$ cat src/rtl/alu_chk_pkg.sv
// alu_chk_pkg: shared FSM state type and default widths for the ALU response checker.
package alu_chk_pkg;
    localparam int DEF_DATA_W = 64;
    localparam int DEF_CNT_W  = 16;
    typedef enum logic [1:0] {IDLE = 2'd0, RUN = 2'd1, DONE = 2'd2} state_e;
endpackage

$ cat src/rtl/alu_resp_cmp.sv
// alu_resp_cmp: pair compare; ZERO_CHECK_EN also compares the zero flags.
module alu_resp_cmp #(parameter int DATA_W = alu_chk_pkg::DEF_DATA_W) (
    input  logic [DATA_W-1:0] result,
    input  logic              zero,
    input  logic [DATA_W-1:0] exp_result,
    input  logic              exp_zero,
    output logic              mismatch
);
    // Case inequality so unknown bits in simulation are reported as mismatches.
`ifdef ZERO_CHECK_EN
    assign mismatch = (result !== exp_result) || (zero !== exp_zero);
`else
    logic unused_zero;
    assign unused_zero = zero ^ exp_zero;
    assign mismatch    = result !== exp_result;
`endif
endmodule

$ cat config.mk
export PLATFORM = sky130hd
export DESIGN_NAME = alu_resp_cmp
export DESIGN_NICKNAME = d
export VERILOG_FILES = /design/src/rtl/alu_chk_pkg.sv /design/src/rtl/alu_resp_cmp.sv
export SDC_FILE = /design/constraint.sdc
export NUM_CORES = 1
export LEC_CHECK = 0
export CAP_MARGIN = 0
export CORE_MARGIN = 1
export CORE_UTILIZATION = 21
export DETAILED_ROUTE_END_ITERATION = 10
export PLACE_DENSITY = 0.85
export SYNTH_ARGS = -nofsm -noshare
export SYNTH_HDL_FRONTEND = slang
export SYNTH_SLANG_ARGS = --single-unit
$ cat constraint.sdc
create_clock -name vclk -period 1.1
set_input_delay 0.22 -clock vclk [all_inputs]
set_output_delay 0.22 -clock vclk [all_outputs]
set_load 0.05 [all_outputs]
### After elaboration in Yosys (flattened, before gate mapping)

Index checks and enable logic that the tools add are counted.

| operators by class | value |
|---|---|
| equal/unequal tests | 1 |

Operators by type and width:

| kind | number |
|---|---|
| $nex 64x64->1 | 1 |

| word-level totals | value |
|---|---|
| register bits | 0 |

### Longest topological paths before layout

Gate-level depths: netlist of run 1.

| logic depth | value |
|---|---|
| word-level depth | 1 |
| depth in mapped cells | 4 |
| depth with buffers taken out | 4 |

### Worst setup path after synthesis of run 1

No wires, ideal clock.

| timing path | value |
|---|---|
| path kind | input port to output port |
| start point | input port exp_result[30] |
| end point | output port mismatch |
| data required time | 0.880 ns |
| slack | -0.345 ns |
| stages | 4 |
| data arrival time | 1.225 ns |
| cells stage by stage | xnor2_1 -> nand4_1 -> nor4_1 -> nand4_1 |

| on the way | value |
|---|---|
| cells in the longest elaborated chain, start to end | 1 |

Ends and longest elaborated chain:

| element | RTL line | RTL |
|---|---|---|
| start: declaration | alu_resp_cmp.sv:5 | `input logic [DATA_W-1:0] exp_result,` |
| $nex 64x64->1 | alu_resp_cmp.sv:15 | `assign mismatch = result !== exp_result;` |
| end: declaration | alu_resp_cmp.sv:7 | `output logic mismatch` |

Every way passes these cells.

### Worst setup path in the final report of run 1

| timing path | value |
|---|---|
| start point | input port exp_result[37] |
| end point | output port mismatch |

The elaborated chain is that of the path after synthesis.

==> key figures, run 1 <==
Worst setup path
  • Crit path DAT: 1.30 ns
  • Crit. path cell count: 6
  • Critical-path cell list: clkbuf_2, xnor2_1, nand4_1, nor4_2, nand4_1, buf_6
  • Setup crit end: mismatch
  • Critical path capture point type: primary output
  • Worst EP required: around 0.9 ns
  • Critical path's most frequent cell: nand4_1
  • Delay-heaviest family, CP: simple AND/OR/NAND/NOR gates
  • CP Buf/Inv Count: 2
  • CP Class: input port to primary output
  • Critical Path Fanout Max: 1
  • Worst setup SP type: input port
  • Max incr delay on CP: 0.31 ns
  • Critical path startpoint: exp_result[37]
  • Crit-path slowest cell: nor4_2

Placement
  • GP Congestion: between 0.6 and 0.7
  • Port Buf Inserts: 129
  • Dpl cells: 259
  • Post-DP HPWL: just over 3 mm

Detailed routing
  • Drt first pass iters: 4
  • Starting DRT DRC Count: 12
  • Vias: between 1k and 1.5k
  • Per-cell routed wire length: 12.8 um
  • Vias per std cell: between 4 and 5
  • Remaining routing DRC violations: 0
  • Post-Route WL: 3.29 mm
  • Post-route ant nets: 0

Layout
  • # clk buffers: 0
  • Ant diodes: 0
  • Final core utilization: 0.551
  • Seq cells: 0
  • Final net count: between 300 and 400
  • Fill cells: between 300 and 400
  • FF/Latch Area: 0 um2
  • Layout cells sized above 1: 0.668
  • Finished Layout Cells: 258
  • Area Growth Syn to Fin: 145%
  • Multi-input gate area: 860 um2

STA
  • Final Hold Viols: 0
  • Max Slew Vio Count: 0
  • RSZ-0062 raised after global routing: yes
  • F_max: 0.657 GHz
  • Final period util: 1.38
  • TNS Setup: -0.421 ns
  • Final worst-path setup slack: -0.421 ns
  • Slew @ Worst Pin: about 0.24 ns
  • # setup viols final: 1
  • Min Clock Period, post-route: 1.52 ns
  • Slew HR: 0.838
  • Hold slack: 0.993 ns

Floorplan
  • Die ar.: 3530 um2
  • Cell Rows: 20
  • Starting density of the core: 0.225
  • Core Area: a little over 3000 um2
  • Die W: 59.4 um
  • Io pins: 131
  • Die Y: 59.4 um

Global routing
  • Largest net degree at the start of global routing: 2
  • Vias in the first global route: 1139
  • Number of antenna violations at the first check in global routing: 0
  • Total track usage: 0.172
  • Global-route wire length before repair: 4.71 mm
  • Grt total ovfl: 0

CTS
  • Hold buffers post-CTS: 0
  • # Post-CTS Setup Buffers: 0

Power
  • Worst vdd ir: 0.000164 V
  • Leakage: 0.000796 uW
  • Power Total: 618 uW
  • Pwr per Cell Area: 364 nW/um2

Synth
  • Unique masters post-synth: 3
  • Synth area leaders: xnor2_1 81%, nand4_1 15%, nor4_1 3.6%
  • Syn Nets: 215
  • Sequential cell area fraction in the yosys report: 0
  • Avg Cell Area, Syn: between 8 and 9 um2
  • Cell Area, Synth: 692 um2
  • Top cell type's share of synthesized area: 0.810
  • Yosys Warn Count: 0
  • Largest area contributor in the netlist: xnor2_1
  • Post-Synthesis Cells: 85

Outcome
  • Status: complete, but fails checks
  • Failing checks: setup timing

Run
  • Max Cap Violations: 0

Worst hold path
  • Hold path startpoint: result[9]
  • Hold Crit Class: input port to primary output
## power breakdown
| group | total, uW | internal [uW] | switching, uW |
|---|---|---|---|
| sequential | 0 | 0 | 0 |
| clock | 0 | 0 | 0 |
| combinational | 618 | 405 | 213 |
| total | 618 | 405 | 213 |
## through the flow
step	setup WS (ns)	cell area (um2)
floorplan	-0.335	744
global placement	-0.873	2100
detailed placement	-0.896	2100
CTS	-0.448	1780
global route	-0.489	1700
finish	-0.421	1700
## worst min path at each step
stage	end	slack (ns)	cells past startpoint
CTS	mismatch	1.01	6
global placement	mismatch	1.39	6
floorplan	mismatch	0.94	4
finish	mismatch	0.99	6
detailed placement	mismatch	1.41	6
global route	mismatch	1.03	6
## cells by family (layout without fill, tap and decap cells)
group,count (synthesis),count (layout),synth area share
buffers and inverters,0,129,0
XOR/XNOR,64,64,0.810
AND/OR/NAND/NOR,21,21,0.190
## Yosys cell counts
cell type / n
xnor2_1: 64
nor4_1: 4
nand4_1: 17
## worst min-delay path, stage by stage
cell	delay, ns
buf_6	0.08
xnor2_2	0.06
nand4_1	0.08
nor4_2	0.05
nand4_1	0.11
buf_6	0.17
## repair_timing
action,CTS,global route
resized for setup,408,50
pin swaps,80,30
setup endpoints to repair,1,1
cloned,0,0
## final cells by class
type                       count  area share
multi-input combinational     85       0.507
tap                           44      0.0324
timing repair buffer         129       0.461
## layout by cell type, fill, tap and decap left out
master           count
xnor2_1             45
nand4_1             17
clkbuf_2            23
buf_6               12
nor4_2               4
clkdlybuf4s15_2      1
xnor2_2             19
buf_2               83
buf_8                1
clkdlybuf4s15_1      9
## layer usage
layer / wire length [um] / track usage
met2: 1910 / 0.379
met1: 982 / 0.164
met5: 0 / 0
met3: 401 / 0.0393
met4: 0 / 0
(Power assumes the default switching activity.)
==> inputs of run 2 (changes only) <==
--- a/config.mk
+++ b/config.mk
@@ -9,7 +9,7 @@
 export CORE_MARGIN = 1
 export CORE_UTILIZATION = 21
 export DETAILED_ROUTE_END_ITERATION = 10
-export PLACE_DENSITY = 0.85
+export PLACE_DENSITY = 0.92
 export SYNTH_ARGS = -nofsm -noshare
 export SYNTH_HDL_FRONTEND = slang
 export SYNTH_SLANG_ARGS = --single-unit
==> run 2 against run 1 <==
Count of clock-buffer cells in the layout stayed put; fmax is 4.2% lower; final cell count is 0.39% higher; the flow still finishes with violations (setup timing); sequential cell count stayed put.
==> key figures, run 2 (synthesis results as in run 1) <==
Outcome
  • Failing checks: setup timing
  • Status: complete, but fails checks

Floorplan
  • Die Y: 59.4 um (unchanged)
  • Die ar.: 3530 um2 (unchanged)
  • Starting density of the core: 0.225 (unchanged)
  • Cell Rows: 20 (unchanged)
  • Core Area: 3080 um2 (unchanged)
  • Io pins: 131 (unchanged)
  • Die W: 59.4 um (unchanged)

STA
  • Final worst-path setup slack: -0.489 ns (-0.0672 ns)
  • Min Clock Period, post-route: 1.59 ns (+0.0672 ns)
  • Hold slack: 0.968 ns (-0.0250 ns)
  • RSZ-0062 raised after global routing: yes
  • # setup viols final: 1 (unchanged)
  • F_max: 0.629 GHz (-4.2%)
  • Slew HR: 0.843 (+0.00487)
  • Max Slew Vio Count: 0 (unchanged)
  • Slew @ Worst Pin: 0.234 ns (-0.00725 ns)
  • Final Hold Viols: 0 (unchanged)
  • Final period util: 1.44 (+0.0611)

Worst setup path
  • Worst EP required: 0.88 ns (about the same)
  • Critical path startpoint: exp_result[47]
  • Crit path DAT: 1.37 ns (+0.07 ns)
  • CP Buf/Inv Count: 2 (unchanged)
  • Crit-path slowest cell: nor4_2
  • Crit. path cell count: 6 (unchanged)
  • Delay-heaviest family, CP: simple AND/OR/NAND/NOR gates
  • Critical path capture point type: primary output
  • Max incr delay on CP: 0.30 ns (about the same)
  • Critical Path Fanout Max: 1 (unchanged)
  • Worst setup SP type: input port
  • CP Class: input port to primary output
  • Critical-path cell list: clkdlybuf4s15_1, xnor2_2, nand4_1, nor4_2, nand4_1, buf_6
  • Critical path's most frequent cell: nand4_1

Detailed routing
  • Drt first pass iters: 2 (-2)
  • Starting DRT DRC Count: 7 (-5)
  • Per-cell routed wire length: 12.0 um (-6.3%)
  • Post-route ant nets: 0 (unchanged)
  • Post-Route WL: 3.10 mm (-5.9%)
  • Vias per std cell: 4.32 (-0.30%)
  • Vias: 1120 (+0.089%)
  • Remaining routing DRC violations: 0 (unchanged)

Layout
  • Most frequent cells in the layout: 47 x xnor2_1, 45 x clkdlybuf4s15_1, 29 x dlygate4sd2_1, 26 x buf_2, 23 x clkbuf_2
  • Final core utilization: 0.625 (+0.0740)
  • Area Growth Syn to Fin: 178%
  • # clk buffers: 0 (unchanged)
  • Ant diodes: 0 (unchanged)
  • Commonest non-fill, non-tap cell in the layout: xnor2_1
  • FF/Latch Area: 0 um2 (unchanged)
  • Layout cells sized above 1: 0.358 (-0.310)
  • Final net count: 347 (+0.29%)
  • Seq cells: 0 (unchanged)
  • Post-route cell area: 1920 um2 (+13%)

Global routing
  • Met2 usage in global routing: 0.363 (-0.0161)
  • Largest net degree at the start of global routing: 2 (unchanged)
  • Grt total ovfl: 0 (unchanged)
  • Met3 track demand over resource: 0.0240 (-0.0153)
  • M1 GR Usage: 0.145 (-0.0185)
  • GRT busiest layer: met2
  • Global-route wire length before repair: 4.42 mm (-6.2%)
  • Total track usage: 0.162 (-0.0105)
  • Number of antenna violations at the first check in global routing: 0 (unchanged)
  • Vias in the first global route: 1153 (+1.2%)

Placement
  • Post-DP HPWL: 2.86 mm (-7.3%)
  • Area of placed instances: 2100 um2 (+0.36%)
  • GP Congestion: 0.721 (+11%)
  • Port Buf Inserts: 129 (unchanged)

Worst hold path
  • Hold path startpoint: result[7]
  • Hold path depth: 6 (unchanged)
  • Hold Crit Class: input port to primary output

CTS
  • Hold buffers post-CTS: 0 (unchanged)
  • # Post-CTS Setup Buffers: 0 (unchanged)

Power
  • Worst vdd ir: 0.000152 V (-7.5%)
  • Pwr per Cell Area: 333 nW/um2 (-8.6%)
  • Leakage: 0.000833 uW (+4.6%)
  • Power Total: 641 uW (+3.6%)

Run
  • Max Cap Violations: 0 (unchanged)
run 2: cell types whose count changed in the layout (fill, tap and decap cells not counted), sizes merged:
cell and delta:
buf -64, clkdlybuf4s15 +36, dlygate4sd2 +29
run 2: final timing paths:
path                        to  slack (ns)
worst max-delay path  mismatch       -0.49
worst min-delay path  mismatch        0.97
run 2: report_power, final:
part / internal [uW] / leakage (uW) / switching [uW]
clock: 0 / 0 / 0
combinational: 431 / 0.000833 / 210
sequential: 0 / 0 / 0
total: 431 / 0.000833 / 210
run 2: layout make-up:
cell class         count  area (um2)
multi-input cells     85         845
well taps             44        55.1
repair buffers       130        1020
fillers              304        1150
run 2: what timing repair did:
| item | 4_1_cts | 5_1_grt |
|---|---|---|
| pin swaps | 79 | 35 |
| cloned | 0 | 0 |
| resized for setup | 264 | 55 |
| endpoints found under the setup margin | 1 | 1 |
run 2: stage by stage:
stage,setup TNS [ns],worst slack (ns),cells
detailed placement,-0.873,-0.873,260
floorplan,-0.335,-0.335,85
global route,-0.574,-0.574,259
global placement,-0.903,-0.903,260
finish,-0.489,-0.489,259
CTS,-0.465,-0.465,259
run 2: metal layers:
metal,up-vias,share of wire
li1,557,-
met1,481,0.29
met3,4,0.12
met5,-,0
met2,78,0.58
met4,0,0.013
